### config.mk
export PLATFORM = sky130hd
export DESIGN_NAME = data_mem_ctrl
export DESIGN_NICKNAME = d
export VERILOG_FILES = /design/src/rtl/mem_pkg.sv /design/src/rtl/data_mem_ctrl_store_align.sv /design/src/rtl/data_mem_ctrl.sv
export SDC_FILE = /design/constraint.sdc
export NUM_CORES = 1
export LEC_CHECK = 0
export BUFFER_PORTS_ARGS = -buffer_cell sky130_fd_sc_hd__buf_4
export CORE_ASPECT_RATIO = 1.25
export CORE_MARGIN = 2
export CORE_UTILIZATION = 30
export CTS_CLUSTER_DIAMETER = 60
export DETAILED_ROUTE_END_ITERATION = 6
export PLACE_DENSITY_LB_ADDON = 0.25
export SLEW_MARGIN = 10
export SYNTH_ARGS = -nofsm -noshare
export SYNTH_HDL_FRONTEND = slang
export SYNTH_SLANG_ARGS = --single-unit
### constraint.sdc
create_clock -name clk -period 2.79 [get_ports clk]
set_input_delay 0.1395 -clock clk [delete_from_list [all_inputs] [get_ports clk]]
set_output_delay 0.1395 -clock clk [all_outputs]
set_load 0.05 [all_outputs]
### src/rtl/mem_pkg.sv
// Shared load/store definitions for the data-memory path.
// Size codes are also used by the decoder and the load-extension stage.
package mem_pkg;

  localparam logic [2:0] LB  = 3'b000;
  localparam logic [2:0] LH  = 3'b001;
  localparam logic [2:0] LW  = 3'b010;
  localparam logic [2:0] LBU = 3'b100;
  localparam logic [2:0] LHU = 3'b101;

  localparam logic [2:0] SB = LB;
  localparam logic [2:0] SH = LH;
  localparam logic [2:0] SW = LW;

  typedef enum logic [1:0] {
    IDLE,
    BUSY,
    DONE,
    ERR
  } memState_t;

endpackage

### src/rtl/data_mem_ctrl_store_align.sv
// Byte-enable, lane-replicated store data and alignment checks.
// Purely combinational; loads always enable all four lanes.
module store_align
  import mem_pkg::*;
(
  input  logic [2:0]  dataSrc,
  input  logic        isStore,
  input  logic [31:0] writeData,
  input  logic [1:0]  offset,
  output logic [3:0]  byteEn,
  output logic [31:0] storeData,
  output logic        misaligned,
  output logic        illegal
);

  logic isByte;
  logic isHalf;
  logic isWord;

  // Size decode, lane steering and alignment
  always_comb begin
    isByte    = 1'b0;
    isHalf    = 1'b0;
    isWord    = 1'b0;
    illegal   = 1'b0;
    byteEn    = 4'b0000;
    storeData = writeData;
    unique case (1'b1)
      dataSrc == LB:             isByte = 1'b1;
      dataSrc == LH:             isHalf = 1'b1;
      dataSrc == LW:             isWord = 1'b1;
      dataSrc == LBU && !isStore: isByte = 1'b1;
      dataSrc == LHU && !isStore: isHalf = 1'b1;
      default:                   illegal = 1'b1;
    endcase
    misaligned = (isHalf & offset[0]) | (isWord & |offset);
    if (isByte) begin
      byteEn    = 4'b0001 << offset;
      storeData = {4{writeData[7:0]}};
    end
    if (isHalf) begin
      byteEn    = 4'b0011 << offset;
      storeData = {2{writeData[15:0]}};
    end
    if (isWord) begin
      byteEn    = 4'b1111;
      storeData = writeData;
    end
    if (!isStore) byteEn = 4'b1111;
  end

endmodule

### src/rtl/data_mem_ctrl.sv
// Load/store controller: handshake to data memory with timeout,
// stalls the core while an access is in flight.
module data_mem_ctrl
  import mem_pkg::*;
#(
  parameter int TIMEOUT_CYCLES = 255
) (
  input  logic        clk,
  input  logic        reset_n,
  input  logic [31:0] ALUResult,
  input  logic [31:0] WriteData,
  input  logic        MemRead,
  input  logic        MemWrite,
  input  logic [2:0]  DataSrc,
  output logic [31:0] ReadData,
  output logic        Stall,
  output logic        MemFault,
  output logic        mem_req,
  output logic        mem_we,
  output logic [31:0] mem_addr,
  output logic [3:0]  mem_be,
  output logic [31:0] mem_wdata,
  input  logic        mem_ready,
  input  logic [31:0] mem_rdata
);

  localparam int CW = $clog2(TIMEOUT_CYCLES + 1);

  memState_t     state;
  memState_t     stateNext;
  logic [CW-1:0] waitCnt;
  logic [1:0]    offsetQ;
  logic          loadQ;
  logic [3:0]    beNext;
  logic [31:0]   wdataNext;
  logic          misaligned;
  logic          illegal;
  logic          anyReq;
  logic          badReq;
  logic          timeoutHit;

  assign anyReq     = MemRead | MemWrite;
  assign badReq     = (MemRead & MemWrite) | misaligned | illegal;
  assign timeoutHit = (waitCnt == CW'(TIMEOUT_CYCLES - 1)) & ~mem_ready;

  store_align uAlign (
    .dataSrc   (DataSrc),
    .isStore   (MemWrite),
    .writeData (WriteData),
    .offset    (ALUResult[1:0]),
    .byteEn    (beNext),
    .storeData (wdataNext),
    .misaligned(misaligned),
    .illegal   (illegal)
  );

  // State register
  always_ff @(posedge clk or negedge reset_n) begin
    if (!reset_n) state <= IDLE;
    else          state <= stateNext;
  end

  // Next state, stall and fault outputs
  always_comb begin
    stateNext = state;
    Stall     = 1'b0;
    MemFault  = 1'b0;
    unique case (state)
      IDLE: begin
        if (anyReq) begin
          Stall     = reset_n;
          stateNext = badReq ? ERR : BUSY;
        end
      end
      BUSY: begin
        Stall = 1'b1;
        if (mem_ready)       stateNext = DONE;
        else if (timeoutHit) stateNext = ERR;
      end
      DONE: stateNext = IDLE;
      ERR: begin
        MemFault  = 1'b1;
        stateNext = IDLE;
      end
    endcase
  end

  // Bus registers, wait counter and load result
  always_ff @(posedge clk or negedge reset_n) begin
    if (!reset_n) begin
      ReadData  <= '0;
      mem_req   <= 1'b0;
      mem_we    <= 1'b0;
      mem_addr  <= '0;
      mem_be    <= '0;
      mem_wdata <= '0;
      waitCnt   <= '0;
      offsetQ   <= '0;
      loadQ     <= 1'b0;
    end else begin
      if (state == IDLE && anyReq && !badReq) begin
        mem_req   <= 1'b1;
        mem_we    <= MemWrite;
        mem_addr  <= {ALUResult[31:2], 2'b00};
        mem_be    <= beNext;
        mem_wdata <= wdataNext;
        offsetQ   <= ALUResult[1:0];
        loadQ     <= MemRead;
      end
      if (state == BUSY) begin
        if (mem_ready) begin
          mem_req <= 1'b0;
          waitCnt <= '0;
          if (loadQ) ReadData <= mem_rdata >> {offsetQ, 3'b000};
        end else if (timeoutHit) begin
          mem_req  <= 1'b0;
          waitCnt  <= '0;
          ReadData <= '0;
        end else begin
          waitCnt <= waitCnt + 1'b1;
        end
      end
    end
  end

endmodule

==> results.ini <==
[critical_path]
crit_chain=nand2b_1 -> nor2_1 -> a32o_1
arrival_ns=2.60
startpoint_type=register
path_depth=3
crit_type=register to register
r2r_cells=3
crit_start=state[1]
max_stage_delay_ns=1.01
cp.required_ns=3.12
path_max_fanout=16
critPathCaptureType=register
r2r-start=state[1]
critPathSlowestCell=nor2_1
cpLargestDelayFamily=simple AND/OR/NAND/NOR gates
worst-path-buf-inv=0

[place]
dp_hpwl_microns=10250
port_buffers=205
place.gp.congestion=0.7693
dp_slack_ns=0.5405

[synth]
synth-seq-area-share=0.5285
syn-cell-area_sq_um=5350
async_flop_share=1.000
avgSynthCellArea_sq_um=12.30
synth_common_cells=113 x dfrtp_1, 50 x mux2_1, 36 x nand2_1, 35 x mux2i_1, 28 x mux2_2
synthFlopType=dfrtp_1
synth_area_leaders=dfrtp_1 53%, mux2_1 11%, mux2i_1 6.5%
postSynthCellCount=435
yosysTopAreaCell=dfrtp_1
yosysTopAreaCellShare=0.5285
synth_warnings=0
synth-seq-cells=113
yosysMostFrequentCell=dfrtp_1
synth_cell_types=43
synth_edf_count=0

[clock_tree]
cts-root-buf=clkbuf_16
clk_pin_slew_worst_paths_ns=0.05
postCtsSetupBuffers=0
cts_tree=done
cts_buffers=17
clock_sinks=113
cts_max_level=4
clk_latency_ns=0.41
clock_path_buffers=2

[power]
leakagePower_nw=3.921
seqPwrFrac=0.275
p_switching_mw=4.955
p_comb_frac=0.510
p_per_area_nw_per_um2=1308
clkPwrFrac=0.215
peakVddDrop_mv=0.6681
switching_share=0.4583
p_int_mw=5.856

[die]
ios=208
die_x_microns=123.4
floorplan.initialDensity=0.3057
core-area_sq_um=17500
die_area_sq_um=18920
fp-row-count=54
die_h_microns=153.3

[detailed_routing]
viasPerCell=4.808
routed_wl_microns=14970
wl_per_cell_microns=16.20
drtPass1Iterations=4
drt-initial-drc-count=268
vias=4443
detail-route-antenna-nets=0
drcViolationCount=0

[hold_path]
hold_depth=3
worstHoldStart=WriteData[31]
hp-class=input port to register

[timing]
rsz0062_at_grt=false
finalSetupTns_ns=0
max-slew-margin-rel=0.2147
setup_ws_ns=0.5151
fin_skew_ns=0.009754
report.final.slew_viol_count=0
hold_viol=0
fmax_mhz=439.6
min_period_ns=2.275
setup_viol=0
tightest_slew_ns=1.174
period_share=0.8154

[finish]
n_antenna_cell=0
finalNetCount=798
fillers=1616
area_growth_pct=54.47
drive_above_1_share=0.3914

[global_route]
grt_max_degree=114
use_met3=0.05896
met2_usage=0.2648
grt_pass1_wl_microns=23410
gr-total-overflow=0
busiest_layer=met2
antenna_found_initial=0
use_met1=0.1878
grt_use_total=0.1599
grt_pass1_vias=4565

[run]
drv_cap=0

[outcome]
status=finished, final reports clean

## layout by cell type, fill, tap and decap left out, types with 2 or more instances in the layout
cell type,instances
a211o_1,8
a211oi_1,2
a21oi_2,2
a22o_1,20
a2bb2oi_1,3
a32o_1,8
and2_1,2
buf_12,3
buf_4,208
bufinv_16,4
clkbuf_16,17
clkbuf_8,4
clkinv_2,4
conb_1,2
dfrtp_1,113
dlygate4sd3_1,51
ha_1,6
inv_1,13
mux2_1,50
mux2_2,28
mux2i_1,35
nand2_1,36
nand2b_1,2
nand3_1,5
nand3b_1,2
nor2_1,6
nor2b_1,11
nor3_1,4
o21ai_0,23
o2bb2ai_1,8
o311ai_0,2
or4_1,2
## metrics by stage
| stage | area [sq um] | cells | total power [mW] | hold slack, ns | util |
|---|---|---|---|---|---|
| floorplan | 5354 | 436 | 6.676 | -0.1561 | - |
| global placement | 7117 | 842 | 8.396 | 0.3112 | 0.4067 |
| detailed placement | 7117 | 842 | 8.479 | 0.3128 | 0.4067 |
| CTS | 8254 | 923 | 10.91 | 0.0008384 | 0.4717 |
| global route | 8264 | 924 | 11.34 | 0.05858 | 0.4723 |
| finish | 8264 | 924 | 10.81 | 0.05116 | 0.4723 |
## metal layers
metal  vias to the layer above  share of wire
met5                         -              0
met4                         0          0.017
met3                        16          0.075
met2                       160           0.50
met1                      2181           0.41
li1                       2086              -
## final cells by class
type | instances | area (sq um) | share of cell area
sequential | 113 | 2828 | 0.3422
clock buffer | 21 | 480.5 | 0.05814
inverter | 13 | 48.80 | 0.005905
timing repair buffer | 262 | 2132 | 0.2580
multi-input combinational | 281 | 2338 | 0.2830
tap | 224 | 280.3 | 0.03391
clock inverter | 10 | 156.4 | 0.01893
## sequential cells by signal, summed over array words and instances (netlist names)
name and cells:
mem_req 1, waitCnt 8, mem_wdata 32, loadQ 1
offsetQ 2, mem_be 4, state 2, mem_addr 30
mem_we 1, ReadData 32
## timing repair
item	CTS	global route
endpoints found under the setup margin	0	0
resized for setup	0	0
hold buffers	50	1
hold endpoints to repair	162	1
## path summary, 6_finish.rpt
kind / end / slack, ns
max in group asynchronous: mem_wdata[27] / 1.91
max: ReadData[1] / 0.52
min in group asynchronous: waitCnt[4] / 0.35
min: mem_wdata[31] / 0.05
min reg2reg: mem_addr[5] / 0.49
max reg2reg: ReadData[1] / 0.52
## logic make-up (layout without fill, tap and decap cells)
kind of cell / after synthesis / count (layout) / synth area share
compound gates: 85 / 85 / 0.1218
fa+ha+maj: 6 / 6 / 0.01403
buf+inv: 42 / 306 / 0.03508
flops: 113 / 113 / 0.5285
mux: 113 / 113 / 0.2297
other cells: 1 / 2 / 0.0007009
simple gates: 75 / 75 / 0.07016
## power groups by stage
stage          registers, mW  clock network (mW)  logic (mW)
2_1_floorplan           5.31                   0        1.36
3_3_place_gp            2.95                   0        5.45
3_5_place_dp            2.98                   0        5.50
4_1_cts                 2.97                2.38        5.56
5_1_grt                 3.09                2.47        5.78
6_report                2.97                2.32        5.51
## worst register-to-register path: stages, from the launching register on
cell and delay (ns):
dfrtp_1 0.46, nand2b_1 0.44, nor2_1 1.01, a32o_1 0.30
(Power assumes the default switching activity.)
